===== src/rtl/clock_div_buffer_if.sv =====
// Ratio-configuration handshake bundle for clock_div_buffer.
// The master offers cfg_div with cfg_valid; the slave answers with cfg_ready.
interface clock_div_buffer_if #(
  parameter int WIDTH = 8
);
  logic             cfg_valid;
  logic [WIDTH-1:0] cfg_div;
  logic             cfg_ready;

  modport master (
    output cfg_valid,
    output cfg_div,
    input  cfg_ready
  );

  modport slave (
    input  cfg_valid,
    input  cfg_div,
    output cfg_ready
  );
endinterface


===== src/rtl/clock_div_buffer.sv =====
// Glitch-free registered clock divider with buffered ratio update.
// Optional macro CLKDIV_TICK_EN enables the period-start tick output.
module clock_div_buffer #(
  parameter int WIDTH     = 8,
  parameter int RESET_DIV = 2
) (
  input  logic                 clk_in,
  input  logic                 rst_n,
  input  logic                 en,
  clock_div_buffer_if.slave    cfg,
  output logic                 clk_out,
  output logic                 running,
  output logic                 tick
);

  typedef enum logic {
    IDLE = 1'b0,
    RUN  = 1'b1
  } state_e;

  state_e           state_q, state_d;
  logic [WIDTH-1:0] cnt_q, cnt_d;
  logic [WIDTH-1:0] ratio_q, ratio_d;
  logic [WIDTH-1:0] pdiv_q, pdiv_d;
  logic             pend_q, pend_d;
  logic             clk_q, clk_d;
  logic             run_q, run_d;

  logic [WIDTH-1:0] n_eff;
  logic [WIDTH-1:0] h_len;
  logic [WIDTH-1:0] cnt_inc;
  logic             wrap;
  logic             accept;
  logic             apply;

  // Ratios 0 and 1 cannot form a clock, so they behave as 2.
  assign n_eff   = (ratio_q < WIDTH'(2)) ? WIDTH'(2) : ratio_q;
  assign h_len   = n_eff - (n_eff >> 1);
  assign cnt_inc = cnt_q + WIDTH'(1);
  assign wrap    = (state_q == RUN) && (cnt_q == n_eff - WIDTH'(1));
  assign accept  = cfg.cfg_valid && !pend_q;
  assign apply   = pend_q && ((state_q == IDLE) || wrap);

  assign cfg.cfg_ready = ~pend_q;
  assign clk_out       = clk_q;
  assign running       = run_q;

  always_comb begin
    state_d = state_q;
    cnt_d   = cnt_q;
    clk_d   = clk_q;
    ratio_d = ratio_q;
    pdiv_d  = pdiv_q;
    pend_d  = pend_q;

    if (apply) begin
      ratio_d = pdiv_q;
      pend_d  = 1'b0;
    end
    if (accept) begin
      pend_d = 1'b1;
      pdiv_d = cfg.cfg_div;
    end

    unique case (state_q)
      IDLE: begin
        cnt_d = '0;
        clk_d = 1'b0;
        if (en) begin
          state_d = RUN;
          clk_d   = 1'b1;
        end
      end
      RUN: begin
        if (wrap) begin
          cnt_d = '0;
          if (en) begin
            clk_d = 1'b1;
          end else begin
            state_d = IDLE;
            clk_d   = 1'b0;
          end
        end else begin
          cnt_d = cnt_inc;
          clk_d = (cnt_inc < h_len);
        end
      end
      default: begin
        state_d = IDLE;
        cnt_d   = '0;
        clk_d   = 1'b0;
      end
    endcase

    run_d = (state_d == RUN);
  end

  always_ff @(posedge clk_in or negedge rst_n) begin
    if (!rst_n) begin
      state_q <= IDLE;
      cnt_q   <= '0;
      clk_q   <= 1'b0;
      run_q   <= 1'b0;
      ratio_q <= WIDTH'(RESET_DIV);
      pdiv_q  <= '0;
      pend_q  <= 1'b0;
    end else begin
      state_q <= state_d;
      cnt_q   <= cnt_d;
      clk_q   <= clk_d;
      run_q   <= run_d;
      ratio_q <= ratio_d;
      pdiv_q  <= pdiv_d;
      pend_q  <= pend_d;
    end
  end

`ifdef CLKDIV_TICK_EN
  logic tick_q;

  always_ff @(posedge clk_in or negedge rst_n) begin
    if (!rst_n) begin
      tick_q <= 1'b0;
    end else begin
      tick_q <= en && ((state_q == IDLE) || wrap);
    end
  end

  assign tick = tick_q;
`else
  assign tick = 1'b0;
`endif

endmodule


===== src/flat_wrapper.sv =====
// flat-port wrapper written by rule: the top's interface ports become plain ports
module clock_div_buffer_flat 
#(
  parameter int WIDTH     = 8,
  parameter int RESET_DIV = 2
)
  (clk_in, rst_n, en, clk_out, running, tick, cfg_cfg_valid, cfg_cfg_div, cfg_cfg_ready);
  clock_div_buffer_if #(.WIDTH(WIDTH)) cfg_i ();
  input  logic clk_in;
  input  logic rst_n;
  input  logic en;
  output logic clk_out;
  output logic running;
  output logic tick;
  input wire logic [$bits(cfg_i.cfg_valid)-1:0] cfg_cfg_valid;
  input wire logic [$bits(cfg_i.cfg_div)-1:0] cfg_cfg_div;
  output wire logic [$bits(cfg_i.cfg_ready)-1:0] cfg_cfg_ready;
  assign cfg_i.cfg_valid = cfg_cfg_valid;
  assign cfg_i.cfg_div = cfg_cfg_div;
  assign cfg_cfg_ready = cfg_i.cfg_ready;
  clock_div_buffer #(.WIDTH(WIDTH), .RESET_DIV(RESET_DIV)) u_core (.clk_in(clk_in), .rst_n(rst_n), .en(en), .cfg(cfg_i), .clk_out(clk_out), .running(running), .tick(tick));
endmodule

===== config.mk =====
export PLATFORM = sky130hd
export DESIGN_NAME = clock_div_buffer_flat
export DESIGN_NICKNAME = d
export VERILOG_FILES = /design/src/rtl/clock_div_buffer_if.sv /design/src/rtl/clock_div_buffer.sv /design/src/flat_wrapper.sv
export SDC_FILE = /design/constraint.sdc
export NUM_CORES = 1
export LEC_CHECK = 0
export CORE_MARGIN = 2
export CORE_UTILIZATION = 58
export CTS_BUF_LIST = sky130_fd_sc_hd__clkbuf_4
export DETAILED_ROUTE_END_ITERATION = 16
export HOLD_SLACK_MARGIN = 0.03
export PLACE_DENSITY = 0.85
export SYNTH_ARGS = -nofsm -noshare
export SYNTH_HDL_FRONTEND = slang
export SYNTH_SLANG_ARGS = --single-unit

===== constraint.sdc =====
create_clock -name clk_in -period 8.55 [get_ports clk_in]
set_input_delay 1.2825 -clock clk_in [delete_from_list [all_inputs] [get_ports clk_in]]
set_output_delay 1.2825 -clock clk_in [all_outputs]
set_load 0.1 [all_outputs]

# Word-level counts from Yosys, hierarchy flattened

Cells that the tools add are included.

Multiplexer cells: 10
$lt $le $gt $ge: 2
Eq/ne operators: 1
Reductions and logical operators: 6
Add/subtract/negate cells: 3
Bitwise gates (word level): 2

Operators with widths:

| operator                                            | count |
|---|---|
| two-way mux 8 bit                                   | 2 |
| case mux 8 bit (2 select lines)                     | 1 |
| adder 8 x 1 -> 8 bit (second input constant)        | 1 |
| equality test 8 bit                                 | 1 |
| < comparator 8 x 2 -> 1 bit (second input constant) | 1 |
| < comparator 8 bit                                  | 1 |
| subtractor 8 x 1 -> 8 bit (second input constant)   | 1 |
| subtractor 8 x 7 -> 8 bit                           | 1 |
| two-way mux 1 bit                                   | 5 |
| case mux 1 bit (2 select lines)                     | 2 |
| logical AND 1 bit                                   | 3 |
| inverter 1 bit                                      | 2 |
| nonzero test 2 bit                                  | 1 |
| logical NOT 1 bit                                   | 1 |
| logical OR 1 bit                                    | 1 |

Register bits after elaboration: 27
Output and inout port bits: 4
Input bits: 12
Word-level logic and storage cells: 30

# Depth between registers and ports, before layout

Depth in word-level cells: 9
Mapped depth: 18
Gate-level depth less buffers: 18

# Least setup slack after synthesis

No wires, ideal clock.

Path kind: register to register
Start point: register u_core.ratio_q[6]
End point: register u_core.ratio_q[0]
Arrival: 3.160 ns
Path slack: 5.265 ns
Library setup time: 0.125 ns
Stages on the path, launching flop included: 15
Clock period less this slack: 3.285 ns
Path buffers: 0
Data required time: 8.425 ns
Cells stage by stage: dfrtp_1 inv_1 ha_1 or4b_4 nor2_1 or2_2 inv_1 ha_1 and3b_1 o21a_1 nor4_1 nor4_2 o41ai_4 nand2_4 mux2_4

Cells in the longest elaborated chain, start to end: 7

Ends and longest elaborated chain:

| element                     | RTL line                | source |
|---|---|---|
| start, declared             | clock_div_buffer.sv:23  | `logic [WIDTH-1:0] ratio_q, ratio_d;` |
| start signal, assigned      | clock_div_buffer.sv:104 | `ratio_q <= WIDTH'(RESET_DIV);` |
| start signal, assigned      | clock_div_buffer.sv:112 | `ratio_q <= ratio_d;` |
| < comparator 8 x 2 -> 1 bit | clock_div_buffer.sv:37  | `assign n_eff = (ratio_q < WIDTH'(2)) ? WIDTH'(2) : ratio_q;` |
| two-way mux 8 bit *         | clock_div_buffer.sv:37  |  |
| subtractor 8 x 1 -> 8 bit * | clock_div_buffer.sv:40  | `assign wrap = (state_q == RUN) && (cnt_q == n_eff - WIDTH'(1));` |
| equality test 8 bit *       | clock_div_buffer.sv:40  |  |
| logical AND 1 bit *         | clock_div_buffer.sv:40  |  |
| logical OR 1 bit *          | clock_div_buffer.sv:42  | `assign apply = pend_q && ((state_q == IDLE) \|\| wrap);` |
| logical AND 1 bit *         | clock_div_buffer.sv:42  |  |

Every way passes the cells marked *; elsewhere a longest branch is shown, timed or not.
A chain may end at the register's enable or synchronous reset.

# Worst setup path after layout

Start point: register u_core.ratio_q[7]
End point: register u_core.ratio_q[0]

Same word-level chain as after synthesis.

==> PnR_summary.wiki <==
{| class="wikitable"
! Metric !! Value
|-
| Worst relative slew slack || 35.4%
|-
| Max Clock Freq || 0.244 GHz
|-
| Hold path cells || 1
|-
| Run status || completed
|-
| Unique masters post-synth || 45
|-
| Class of the most critical hold timing path || reg -> reg
|-
| Register-to-register setup slack || 4450 ps
|-
| Number of buffer and inverter instances along the worst setup path || 2
|-
| Leading register cell type out of synthesis || sky130_fd_sc_hd__dfrtp_1
|-
| Post-route DRC violation count || 0
|-
| Die area || 3830 um^2
|-
| Final-report setup violation count || 0
|-
| Worst-Margin Slew || 966 ps
|-
| Number of diodes || 0
|-
| Initial antenna violation count || 0
|-
| Setup TNS || 0 ps
|-
| Cell row count || 21
|-
| Tcrit/Tclk final || 48.0%
|-
| Critical path endpoint category || flop
|-
| Number of buffers inserted by port buffering || 14
|-
| Hold-fix buffer count after cts || 0
|-
| Final nets || about 230
|-
| Maximum Capacitance Violations || 0
|-
| Clock skew after layout || between 20 and 25 ps
|-
| Global route total overflow || 0
|-
| Flip-flop and latch count after synthesis || 27
|-
| Final Hold Vio Count || 0
|-
| Count of pins on the block boundary || 16
|-
| Final estimated routing congestion in global placement || about 0.85
|-
| Delay contributed by the slowest stage of the critical path || 800 ps
|-
| Cell type group with the largest total delay on the critical path || simple AND/OR/NAND/NOR gates
|-
| Unrepaired setup endpoints after global routing || no
|-
| Worst reg2reg path endpoint || u_core.ratio_q[0]$_DFFE_PN0P_
|-
| Number of fill cells || between 200 and 300
|-
| Placed Cells || 235
|-
| Number of gates given a new drive strength after cts || 0
|-
| Type of the worst setup path || reg -> reg
|-
| Number of synthesized flops with an enable pin || 0
|-
| Proportion of synthesized chip area in sequential cells || roughly a third
|-
| Worst-path maximum fanout || 13
|-
| Source of the worst register-to-register timing path || u_core.ratio_q[7]$_DFFE_PN0P_
|-
| Die height || 61.9 um
|-
| Placed instance area || 2110 um^2
|-
| Avg Synthesized Cell Area || 10.7 um^2
|-
| Top cells by area, synth || sky130_fd_sc_hd__dfrtp_1 33%, sky130_fd_sc_hd__ha_1 15%, sky130_fd_sc_hd__xnor2_1 6.8%
|-
| Overall global routing resource usage || roughly a fifth
|-
| CTS tree || done
|-
| Arr. time, crit path || 4350 ps
|-
| Post-Syn Nets || 219
|-
| Proportion of layout cells with a drive suffix above 1 || 15.0%
|-
| Data required time at the worst endpoint || about 8800 ps
|-
| Sink count of the clock tree || 27
|-
| Layout Area Growth over Synthesis || 10.4%
|-
| Violation count after the first detailed-routing iteration || 39
|-
| Synth async-reset ratio || 100%
|-
| Via count of the first global-routing pass || between 1,000 and 1,500
|-
| Insertion delay to the later sink of the worst-skew pair || 340 ps
|-
| Endpoint of the worst hold path || u_core.ratio_q[4]$_DFFE_PN0P_
|-
| Post-CTS Repair Setup Buffers || 0
|-
| Routed length per placed instance || 14.7 um
|-
| Core area || 3280 um^2
|-
| Most area-hungry cell type in the Yosys netlist || sky130_fd_sc_hd__dfrtp_1
|-
| Ranking of synthesized cells by instance count || 26 x sky130_fd_sc_hd__dfrtp_1, 24 x sky130_fd_sc_hd__ha_1, 15 x sky130_fd_sc_hd__xnor2_1
|-
| Total standard cell area after synthesis || ~2000 um^2
|-
| Clock slew seen by the registers of the worst setup and hold paths || 160 ps
|-
| Cells along the critical path || inv_1 -> ha_1 -> or4b_4 -> nor2_1 -> or2_2 -> inv_1 -> ha_1 -> and3b_1 -> o21a_1 -> nor4_1 -> nor4_2 -> o41ai_4 -> nand2_4 -> mux2_4
|-
| Detailed Route WL || between 3 and 4 mm
|-
| Finished Layout Cells || 239
|-
| Starting Density || 59.2%
|-
| Root buffer cell || sky130_fd_sc_hd__clkbuf_4
|-
| Nature of the critical path startpoint || flop
|-
| Final min period || 4100 ps
|-
| Number of nets with antenna violations after routing || 0
|-
| Number of cells on the worst reg-to-reg path || 14
|-
| Half-perimeter wire length after detailed placement || 2.79 mm
|-
| Global-route wire length before repair || 5.99 mm
|-
| H-Tree Depth || 1
|-
| Vias per Instance || 5.58
|-
| Die X || 61.9 um
|-
| Min-Delay Startpoint || u_core.pdiv_q[4]$_DFFE_PN0P_
|-
| Max Slew Vio Count || 0
|-
| First-pass iteration count of the detailed router || 5
|-
| Mapped Cells || 182
|-
| Count of vias placed by the detailed router || 1,334
|-
| Most frequent cell after synthesis || sky130_fd_sc_hd__dfrtp_1
|-
| Total clock buffers created by CTS || 3
|-
| Largest net degree at the start of global routing || 28
|-
| Worst hold slack across all endpoints || 520 ps
|-
| Final std cell area, no fill || roughly 2100 um^2
|-
| Synth top area share || 33.5%
|-
| Cell with the largest stage delay on the worst path || sky130_fd_sc_hd__o41ai_4
|-
| Clock Path Buffers || 2
|-
| Yosys warning total || 0
|}
state kept, by name, indices dropped and copies added, names as in the netlist:
signal          cells
u_core.pend_q       1
u_core.state_q      1
u_core.pdiv_q       8
u_core.cnt_q        8
u_core.ratio_q      8
u_core.clk_out      1
layer usage:
metal | part of all wire, % | routed length, um | global-route usage [%]
met1 | 45 | 1570 | 27.3
met2 | 51 | 1810 | 38.0
met3 | 3.0 | 106 | 2.28
met4 | 0.94 | 33 | 5.78
met5 | 0 | 0 | 0
cell type report:
cell class	count	area, um^2	share of cell area [%]
Multi-Input combinational cell	133	1180	55.0
Clock buffer	3	22.5	1.05
Tap cell	46	57.6	2.68
Sequential cell	27	677	31.5
Clock inverter	1	8.76	0.408
Timing Repair Buffer	15	148	6.88
Inverter	14	52.6	2.45
per-stage QoR:
step / utilization, % / setup WS, ps
2_1_floorplan: - / 5260
3_3_place_gp: 64.4 / 4740
3_5_place_dp: 64.4 / 4500
4_1_cts: 65.3 / 4440
5_1_grt: 65.3 / 4250
6_report: 65.3 / 4450
cells by family after synthesis:
group,count (synthesis),share of synthesized area (%)
xor+xnor,21,10.2
simple gates,43,12.5
fa+ha+maj,25,16.5
buf+inv,22,4.50
flops,27,34.8
other cells,1,0.193
mux,17,11.3
compound gates,26,9.97
cell usage in the layout (no fill, tap or decap), types with 2 or more instances in the layout:
cell type | synthesis | final
sky130_fd_sc_hd__xnor2_1 | 15 | 15
sky130_fd_sc_hd__o21bai_1 | 2 | 2
sky130_fd_sc_hd__o21a_1 | 2 | 2
sky130_fd_sc_hd__nor2b_1 | 6 | 6
sky130_fd_sc_hd__mux2_2 | 8 | 8
sky130_fd_sc_hd__nor2_1 | 11 | 11
sky130_fd_sc_hd__ha_1 | 24 | 24
sky130_fd_sc_hd__mux2_4 | 8 | 8
sky130_fd_sc_hd__nor3_1 | 3 | 3
sky130_fd_sc_hd__o31ai_1 | 2 | 2
sky130_fd_sc_hd__dfrtp_1 | 26 | 26
sky130_fd_sc_hd__clkdlybuf4s50_1 | 0 | 14
sky130_fd_sc_hd__clkbuf_4 | 0 | 3
sky130_fd_sc_hd__and3_1 | 3 | 3
sky130_fd_sc_hd__nand3_1 | 4 | 4
sky130_fd_sc_hd__a21oi_1 | 6 | 6
sky130_fd_sc_hd__or2_2 | 2 | 2
sky130_fd_sc_hd__o21ai_0 | 4 | 4
sky130_fd_sc_hd__xor2_1 | 5 | 5
sky130_fd_sc_hd__nand2b_1 | 2 | 2
sky130_fd_sc_hd__nand2_1 | 5 | 5
sky130_fd_sc_hd__inv_1 | 14 | 14
worst max path at each step:
stage                                  start                       endpoint  slack (ps)  depth (start not counted)
2_1_floorplan  u_core.ratio_q[6]$_DFFE_PN0P_  u_core.ratio_q[0]$_DFFE_PN0P_        5260                         14
3_3_place_gp   u_core.ratio_q[7]$_DFFE_PN0P_  u_core.ratio_q[6]$_DFFE_PN0P_        4740                         14
3_5_place_dp   u_core.ratio_q[7]$_DFFE_PN0P_  u_core.ratio_q[0]$_DFFE_PN0P_        4500                         14
4_1_cts        u_core.ratio_q[7]$_DFFE_PN0P_  u_core.ratio_q[0]$_DFFE_PN0P_        4440                         14
5_1_grt        u_core.ratio_q[7]$_DFFE_PN0P_  u_core.ratio_q[6]$_DFFE_PN0P_        4250                         14
6_report       u_core.ratio_q[7]$_DFFE_PN0P_  u_core.ratio_q[0]$_DFFE_PN0P_        4450                         14
Power is not shown: default switching activity piles up to over one toggle a cycle in this logic, so the estimate is an artifact.
